--- src/rtl/ntable_pkg.sv ---
// Shared constants and helpers for the nametable scheduler.
// Holds the VGA timing defaults, the NES active window (512x480), the
// 16-column tile group, the 2-cycle fetch lookahead and the tile address
// packing {row, column} used to index the 32x30 nametable.
package ntable_pkg;

  localparam int NT_HTOTAL   = 800;
  localparam int NT_VTOTAL   = 525;
  localparam int NT_ACT_W    = 512;
  localparam int NT_ACT_H    = 480;
  localparam int NT_TILE_W   = 16;
  localparam int NT_FETCH_OFS = 2;

  // Column phase inside a tile group on which the next group is fetched.
  localparam logic [3:0] NT_SLOT_PHASE = 4'(NT_TILE_W - NT_FETCH_OFS);

  // Row-major nametable address: 5-bit tile row, 5-bit tile column.
  function automatic logic [9:0] tile_addr(input logic [4:0] row,
                                           input logic [4:0] tcol);
    return {row, tcol};
  endfunction

endpackage

--- src/rtl/ntable_wfifo.sv ---
// Small synchronous write FIFO holding {addr, data} pairs for the nametable.
// Ports:
//   clk, rst_n            clock, synchronous active-low reset (flushes FIFO)
//   push, push_addr/data  enqueue request (ignored when full)
//   pop                   dequeue head (ignored when empty)
//   head_addr/data        current head entry
//   full, empty, count    occupancy status
module ntable_wfifo #(
  parameter int C_AW        = 10,
  parameter int C_MEMW      = 8,
  parameter int C_FIFO_LOG2 = 2
) (
  input  logic                   clk,
  input  logic                   rst_n,
  input  logic                   push,
  input  logic [C_AW-1:0]        push_addr,
  input  logic [C_MEMW-1:0]      push_data,
  input  logic                   pop,
  output logic [C_AW-1:0]        head_addr,
  output logic [C_MEMW-1:0]      head_data,
  output logic                   full,
  output logic                   empty,
  output logic [C_FIFO_LOG2:0]   count
);

  localparam int DEPTH = 2 ** C_FIFO_LOG2;
  localparam logic [C_FIFO_LOG2:0]   DEPTH_C = (C_FIFO_LOG2 + 1)'(DEPTH);
  localparam logic [C_FIFO_LOG2:0]   CNT_ONE = (C_FIFO_LOG2 + 1)'(1);
  localparam logic [C_FIFO_LOG2-1:0] PTR_ONE = C_FIFO_LOG2'(1);

  logic [C_AW+C_MEMW-1:0] store [DEPTH];
  logic [C_FIFO_LOG2-1:0] wr_ptr;
  logic [C_FIFO_LOG2-1:0] rd_ptr;
  logic                   push_ok;
  logic                   pop_ok;

  assign full    = (count == DEPTH_C);
  assign empty   = (count == '0);
  assign push_ok = push & ~full;
  assign pop_ok  = pop & ~empty;

  assign {head_addr, head_data} = store[rd_ptr];

  always_ff @(posedge clk) begin
    if (!rst_n) begin
      wr_ptr <= '0;
      rd_ptr <= '0;
      count  <= '0;
    end else begin
      if (push_ok) wr_ptr <= wr_ptr + PTR_ONE;
      if (pop_ok)  rd_ptr <= rd_ptr + PTR_ONE;
      unique case ({push_ok, pop_ok})
        2'b10:   count <= count + CNT_ONE;
        2'b01:   count <= count - CNT_ONE;
        default: count <= count;
      endcase
    end
  end

  always_ff @(posedge clk) begin
    if (push_ok) store[wr_ptr] <= {push_addr, push_data};
  end

endmodule

--- src/rtl/ntable_sched.sv ---
// Nametable RAM scheduler: shares the single-port nametable RAM between the
// background tile prefetch (fixed slots) and a buffered write requester.
// Optional build macro: NTSCHED_BLANK_ONLY_EN -- when defined, queued writes
//   are drained only while visible=0; otherwise in any non-fetch cycle.
// Ports:
//   clk, rst_n        clock (one pixel per cycle), synchronous active-low reset
//   visible, col, fila VGA timing inputs
//   tile_q            tile byte for the current 16-column group, to the PPU
//   wr_req/addr/data  write request; wr_ack (combinational) accepts it
//   fifo_cnt          pending write count
//   ram_addr/we/wdata registered RAM controls; ram_rdata read data
module ntable_sched
  import ntable_pkg::*;
#(
  parameter int C_MEMW      = 8,
  parameter int C_AW        = 10,
  parameter int C_FIFO_LOG2 = 2,
  parameter int C_HTOTAL    = NT_HTOTAL,
  parameter int C_VTOTAL    = NT_VTOTAL
) (
  input  logic                 clk,
  input  logic                 rst_n,
  input  logic                 visible,
  input  logic [9:0]           col,
  input  logic [9:0]           fila,
  output logic [C_MEMW-1:0]    tile_q,
  input  logic                 wr_req,
  input  logic [C_AW-1:0]      wr_addr,
  input  logic [C_MEMW-1:0]    wr_data,
  output logic                 wr_ack,
  output logic [C_FIFO_LOG2:0] fifo_cnt,
  output logic [C_AW-1:0]      ram_addr,
  output logic                 ram_we,
  output logic [C_MEMW-1:0]    ram_wdata,
  input  logic [C_MEMW-1:0]    ram_rdata
);

  localparam logic [10:0] HTOT       = 11'(C_HTOTAL);
  localparam logic [10:0] COL_WRAPF  = 11'(C_HTOTAL - NT_FETCH_OFS);
  localparam logic [10:0] ACT_W      = 11'(NT_ACT_W);
  localparam logic [9:0]  ACT_H      = 10'(NT_ACT_H);
  localparam logic [9:0]  VLAST      = 10'(C_VTOTAL - 1);

  logic [10:0]       col_ahead;
  logic              line_wrap;
  logic [9:0]        fila_ahead;
  logic [4:0]        tcol_ahead;
  logic              slot;
  logic [C_AW-1:0]   fetch_addr;
  logic              drain_ok;
  logic              pop;
  logic              fifo_full;
  logic              fifo_empty;
  logic [C_AW-1:0]   head_addr;
  logic [C_MEMW-1:0] head_data;
  logic              fetch_vld_p1;

  // Fetch slot decode, looking at the pixel two cycles ahead.
  always_comb begin
    col_ahead  = {1'b0, col} + 11'(NT_FETCH_OFS);
    line_wrap  = (col_ahead >= HTOT);
    fila_ahead = fila;
    if (line_wrap) fila_ahead = (fila == VLAST) ? '0 : fila + 10'd1;
    // The lookahead is shorter than a tile group, so a wrapped pixel is
    // always inside tile column 0.
    tcol_ahead = line_wrap ? 5'd0 : col_ahead[8:4];
    slot = 1'b0;
    if ((col[3:0] == NT_SLOT_PHASE) && (col_ahead < ACT_W) && (fila < ACT_H))
      slot = 1'b1;
    if (({1'b0, col} == COL_WRAPF) && (fila_ahead < ACT_H))
      slot = 1'b1;
  end

  assign fetch_addr = C_AW'(tile_addr(fila_ahead[8:4], tcol_ahead));

`ifdef NTSCHED_BLANK_ONLY_EN
  assign drain_ok = ~visible;
`else
  logic unused_visible;
  assign drain_ok       = 1'b1;
  assign unused_visible = visible;
`endif

  // Acceptance uses the count before any same-cycle pop.
  assign wr_ack = wr_req & ~fifo_full & rst_n;
  assign pop    = ~slot & ~fifo_empty & drain_ok;

  ntable_wfifo #(
    .C_AW        (C_AW),
    .C_MEMW      (C_MEMW),
    .C_FIFO_LOG2 (C_FIFO_LOG2)
  ) u_wfifo (
    .clk       (clk),
    .rst_n     (rst_n),
    .push      (wr_ack),
    .push_addr (wr_addr),
    .push_data (wr_data),
    .pop       (pop),
    .head_addr (head_addr),
    .head_data (head_data),
    .full      (fifo_full),
    .empty     (fifo_empty),
    .count     (fifo_cnt)
  );

  // Stage p0 -> p1: RAM command issue (fetch wins over a queued write).
  // Stage p1 -> p2: read data of the issued fetch lands in tile_q.
  always_ff @(posedge clk) begin
    if (!rst_n) begin
      ram_addr     <= '0;
      ram_we       <= 1'b0;
      ram_wdata    <= '0;
      tile_q       <= '0;
      fetch_vld_p1 <= 1'b0;
    end else begin
      fetch_vld_p1 <= slot;
      ram_we       <= 1'b0;
      if (slot) begin
        ram_addr <= fetch_addr;
      end else if (pop) begin
        ram_we    <= 1'b1;
        ram_addr  <= head_addr;
        ram_wdata <= head_data;
      end
      if (fetch_vld_p1) tile_q <= ram_rdata;
    end
  end

endmodule

--- config.mk ---
export PLATFORM = sky130hd
export DESIGN_NAME = ntable_sched
export DESIGN_NICKNAME = d
export VERILOG_FILES = /design/src/rtl/ntable_pkg.sv /design/src/rtl/ntable_wfifo.sv /design/src/rtl/ntable_sched.sv
export SDC_FILE = /design/constraint.sdc
export NUM_CORES = 1
export LEC_CHECK = 0
export ABC_CLOCK_PERIOD_IN_PS = 7890
export CORE_ASPECT_RATIO = 1.75
export CORE_MARGIN = 5
export CORE_UTILIZATION = 53
export DETAILED_ROUTE_END_ITERATION = 8
export PLACE_DENSITY_LB_ADDON = 0.05
export SLEW_MARGIN = 40
export SYNTH_ARGS = -nofsm -noshare
export SYNTH_HDL_FRONTEND = slang
export SYNTH_HIERARCHICAL = 1
export SYNTH_SLANG_ARGS = --single-unit
--- constraint.sdc ---
create_clock -name clk -period 7.89 [get_ports clk]
set_input_delay 2.367 -clock clk [delete_from_list [all_inputs] [get_ports clk]]
set_output_delay 2.367 -clock clk [all_outputs]
set_load 0.05 [all_outputs]
Yosys cells after proc, flatten, opt, wreduce, memory -nomap -nowiden
Memories as Yosys holds them, arrays and structs flattened. A register that Yosys moved wholly into a read port is not among the register bits.
Cells that the tools add are included.

storage, ports and cells
  output and inout port bits = 31
  memories kept = 1
  bits in writable memories = 72
  word-level logic and storage cells = 55
  bits of input ports = 50
  flip-flop bits (word level) = 35

memory list
  memory         depth  bits a word  read ports  clocked after Yosys merged registers in  wr ports  RTL line            source
  u_wfifo.store  4      18           1           1                                        1         ntable_wfifo.sv:31  logic [C_AW+C_MEMW-1:0] store [DEPTH];

operators by class
  $add $sub $neg = 6
  eq/ne operators = 6
  magnitude comparators = 4
  muxes and demuxes = 13
  bitwise gates (word level) = 9
  reduce and logical (&&, ||, !) cells = 8

operators by type and width
  kind                   count
  $mux 10                4
  $eq 10x10->1 const B   2
  $lt 10x9->1 const B    2
  $add 10x2->11 const B  1
  $ge 11x10->1 const B   1
  $lt 11x10->1 const B   1
  $add 10x1->10 const B  1
  $pmux 3 s2             1
  $and 1x1->1            5
  $mux 1                 5
  $mux 5                 1
  $add 2x1->2 const B    2
  $eq 4x4->1 const B     1
  $mux 2                 2
  $not 1->1              4
  $reduce_bool 2->1      2
  $add 3x1->3 const B    1
  $eq 3x3->1 const B     1
  $logic_and 1x1->1      3
  $logic_not 3->1        1
  $sub 3x1->3 const B    1
  $eq 2x1->1 const B     1
  $eq 2x2->1 const B     1
  $reduce_and 2->1       1
  $reduce_or 2->1        1

Depth between registers and ports, before layout
  depth in word-level cells = 11
  depth in mapped cells = 15
  depth with buffers taken out = 14

By module
The synthesis kept the hierarchy.

by module, submodules not included
  module        cells an instance  seq. area each (um2)  times used  area an instance (um2)
  ntable_wfifo  148                2,342.2               1           3,103.0
  ntable_sched  202                560.5                 1           1,711.6

Worst setup path before layout
OpenSTA, ideal clock, no wires.

  kind = in2out
  from = in rst_n
  to = out wr_ack
  cell stages on the path = 4
  required time = 5.523 ns
  path buffers = 2
  setup slack = 1.867 ns
  arrival = 3.656 ns
  cell sequence = clkbuf_1 clkbuf_1 nand2_1 nor2_1

on the way
  longest elaborated chain between the ends = 1

ends and longest elaborated chain
  item                RTL line            source
  start: declaration  ntable_sched.sv:22  input logic rst_n,
  $and 1x1->1         ntable_sched.sv:85  assign wr_ack = wr_req & ~fifo_full & rst_n;
  end: declaration    ntable_sched.sv:30  output logic wr_ack,

Every way passes these cells.

Final worst setup path
Same ends and word-level chain as after synthesis.

==> metrics <==
gate family responsible for the most delay along the worst path buffers and inverters; overall track demand over capacity in global routing 0.1870; path type of the worst setup path primary input to output port; critical path data required time 5.52 ns; Final Instance Count excl. Fillers 556; Clock Power Share 0.260; largest net degree at the start of global routing 39; clock-pin slew reported for the worst setup and hold paths after clock tree synthesis 0.06 ns; die span in y 136.1 um; number of hold buffers added after CTS 0; TritonRoute pass-1 iters 5; Yosys warning count 6; area share of the largest cell type after synthesis 0.4491; register area share after synthesis 0.6029; Cell Area, Synth 0.004815 mm2; number of library cell types mapped by synthesis 58; maximum level of the CTS H-tree 3; sw power 0.5319 mW; cell taking the most area after synthesis sky130_fd_sc_hd__edfxtp_1; Cell Pwr Density 281.7 mW/mm2; area used by multi-input combinational logic 0.001784 mm2; via count normalized by instance count 5.496; Antenna Diode Count 0; most common cell type on the critical path sky130_fd_sc_hd__clkdlybuf4s50_1; count of endpoints failing setup in the final report 0; leading post-synthesis cells by cell area sky130_fd_sc_hd__edfxtp_1 45%, sky130_fd_sc_hd__dfxtp_1 15%, sky130_fd_sc_hd__mux4_2 8.4%; number of nets in the final layout 488; CTS Buf Count 9; highest-delay cell along the critical path sky130_fd_sc_hd__clkdlybuf4s50_1; critical path data arrival time 3.91 ns; Final Routed Wirelength 9503 um; Relative slew margins 0.6232; crit end category output port; Yosys reg bits 109; Max Cap Violations 0; RD Place Congestion 0.8147; root buffer cell sky130_fd_sc_hd__clkbuf_16; leakage power 2.053 nW; Tmin final 6.273 ns; fmax 159.4 MHz; start point of the critical path rst_n; async set or reset register ratio after synthesis 0; Routed WL per cell 17.09 um; number of standard cells after synthesis 350; Antenna Violating Nets Remaining 0; initial antenna violation count 0; most frequent standard cell in the layout excluding fill and tap cells sky130_fd_sc_hd__clkdlybuf4s50_1; CTS Buffer Depth 2; reg2reg start u_wfifo/count[0]$_SDFFE_PN0P_; number of global-route vias before repair 3220; Cell Count Post-Placement 540; classification of the worst-slack hold path register to register; proportion of power drawn by combinational gates 0.323; internal power 1.161 mW; final number of max-transition violations 0; worst hold path startpoint ram_wdata[7]$_SDFFE_PN0P_; clock sink count 109; worst ir drop on vdd 0.2332 mV; post-CTS setup repair buffer count 0; maximum clock skew at final layout 0.006663 ns; Synth Area per Inst 13.76 um2; global-route wire length before repair 15540 um; proportion of layout cells with a drive suffix above 1 0.1399; sort of element at the start of the critical path primary input; row count 46; Synth Flop Type sky130_fd_sc_hd__edfxtp_1; number of vias in the routed layout 3056; final HPWL from detailed placement 6740 um; area added between synthesis and finish 24.84%; switch share 0.3141; num ports 81; final-report hold violation count 0; placeable core region 0.008979 mm2; initial cell density of the core 0.5362; fraction of power consumed by sequential logic 0.417; count of fill cells added during filler insertion 698; DRC errors left 0; crit-path cells clkdlybuf4s50_1 -> nand2_1 -> nor2_1 -> clkdlybuf4s50_1; final worst-path cycle share 0.7950; largest stage delay on the critical path 0.84 ns; first-iteration detailed-routing DRC count 95; total negative slack for setup checks 0 ns; Die W 82.05 um; Crit Path Max Fanout 2; Worst Max-Slew Pin Slew 0.5652 ns; I/O Buffers 79; clock tree from TritonCTS done; Resized Gates After CTS 0; Syn Nets 407; setup repair after global routing missed its margin false; number of synthesized flops with an enable pin 72; commonest non-fill, non-tap cells in the layout 79 x sky130_fd_sc_hd__clkdlybuf4s50_1, 72 x sky130_fd_sc_hd__edfxtp_1, 38 x sky130_fd_sc_hd__nand2_1; insertion delay to the later sink of the worst-skew pair 0.34 ns; GR Overflow Total 0; result of the run completed; overall die area 0.01117 mm2; critical path buffer and inverter count 2; storage element area 0.002904 mm2
==> per-stage QoR <==
| step | total power, mW | setup slack (ns) | hold WS (ns) | utilization | instance area (um2) |
|---|---|---|---|---|---|
| 5_1_grt | 1.775 | 1.576 | 0.4936 | 0.6695 | 6011 |
| 3_5_place_dp | 1.275 | 1.547 | 0.4616 | 0.6353 | 5704 |
| 2_1_floorplan | 1.110 | 1.867 | 0.4560 | - | 4815 |
| 4_1_cts | 1.716 | 1.593 | 0.4687 | 0.6695 | 6011 |
| 6_report | 1.693 | 1.617 | 0.4645 | 0.6695 | 6011 |
| 3_3_place_gp | 1.262 | 1.563 | 0.4427 | 0.6346 | 5698 |
==> synthesized netlist by cell type, types with 2 or more instances <==
cell / n
sky130_fd_sc_hd__xnor2_1: 5
sky130_fd_sc_hd__ha_1: 6
sky130_fd_sc_hd__clkbuf_1: 5
sky130_fd_sc_hd__a21o_1: 2
sky130_fd_sc_hd__and2_1: 6
sky130_fd_sc_hd__a211oi_1: 5
sky130_fd_sc_hd__mux2_2: 7
sky130_fd_sc_hd__buf_6: 2
sky130_fd_sc_hd__o211ai_1: 3
sky130_fd_sc_hd__nand4_1: 2
sky130_fd_sc_hd__nand3_1: 13
sky130_fd_sc_hd__a21oi_1: 6
sky130_fd_sc_hd__xor2_1: 4
sky130_fd_sc_hd__buf_2: 3
sky130_fd_sc_hd__a21boi_1: 2
sky130_fd_sc_hd__mux4_2: 18
sky130_fd_sc_hd__o21ai_0: 10
sky130_fd_sc_hd__or3_1: 2
sky130_fd_sc_hd__nand2_1: 38
sky130_fd_sc_hd__mux2i_1: 27
sky130_fd_sc_hd__inv_1: 11
sky130_fd_sc_hd__dfxtp_1: 37
sky130_fd_sc_hd__and4_1: 2
sky130_fd_sc_hd__nor2b_1: 3
sky130_fd_sc_hd__nor2_1: 20
sky130_fd_sc_hd__edfxtp_1: 72
sky130_fd_sc_hd__nor3_1: 8
==> worst reg2reg max path: stages, from the launching register on <==
cell and delay, ns:
sky130_fd_sc_hd__dfxtp_1 0.43, sky130_fd_sc_hd__nor3_2 0.07, sky130_fd_sc_hd__buf_4 0.21, sky130_fd_sc_hd__a21oi_2 0.12, sky130_fd_sc_hd__buf_4 0.24, sky130_fd_sc_hd__nor2b_1 0.26
sky130_fd_sc_hd__ha_1 0.22, sky130_fd_sc_hd__inv_1 0.06, sky130_fd_sc_hd__fa_1 0.37, sky130_fd_sc_hd__xor2_1 0.16, sky130_fd_sc_hd__or3_1 0.30, sky130_fd_sc_hd__a21boi_1 0.13
==> power groups by stage <==
stage	logic [mW]	clock network [mW]	registers (mW)
2_1_floorplan	0.253	0	0.858
3_3_place_gp	0.547	0	0.715
3_5_place_dp	0.557	0	0.718
4_1_cts	0.558	0.452	0.706
5_1_grt	0.588	0.474	0.713
6_report	0.548	0.440	0.706
==> sequential cells by signal, indices dropped and copies added, names as in the netlist, named ones only <==
| signal | cells |
|---|---|
| u_wfifo/rd_ptr | 2 |
| u_wfifo/wr_ptr | 2 |
| ram_we | 1 |
| u_wfifo/count | 3 |
| fetch_vld_p1 | 1 |
| tile_q | 8 |
| ram_addr | 10 |
| ram_wdata | 8 |
| u_wfifo/store | 72 |
==> worst paths after layout <==
path                                    to  slack [ns]  cells after the start
min reg2reg      ram_wdata[7]$_SDFFE_PN0P_        0.46                      2
max                                 wr_ack        1.62                      4
max reg2reg  u_wfifo/count[2]$_SDFFE_PN0P_        5.26                     11
min              ram_wdata[7]$_SDFFE_PN0P_        0.46                      2
==> per-layer routing <==
| layer | track usage | up-vias | wire length, um |
|---|---|---|---|
| met2 | 0.3420 | 72 | 5273 |
| met4 | 0.07486 | 0 | 218 |
| met1 | 0.2047 | 1493 | 3612 |
| met5 | 0 | - | 0 |
| li1 | - | 1474 | - |
| met3 | 0.03780 | 17 | 398 |
==> cells by family (layout without fill, tap and decap cells) <==
kind of cell               count (synthesis)  count (layout)  share of synthesized area
buffers and inverters                     25             111                    0.02755
adders and majority gates                  7               7                    0.01975
muxes                                     53              53                     0.1598
DFF                                      109             109                     0.6029
xor gates and xnor gates                   9               9                    0.01637
AOI/OAI and AO/OA                         42              42                    0.06393
and+or+nand+nor                          105             105                     0.1097
==> final cells by class <==
| class | instances | share of cell area |
|---|---|---|
| multi-input cells | 216 | 0.2968 |
| clock inverters | 3 | 0.002498 |
| flip-flops and latches | 109 | 0.4831 |
| clock buffers | 13 | 0.04850 |
| repair buffers | 83 | 0.1366 |
| inverters | 12 | 0.007494 |
| well taps | 120 | 0.02498 |
Note: power is estimated with default switching activity, not from simulation.
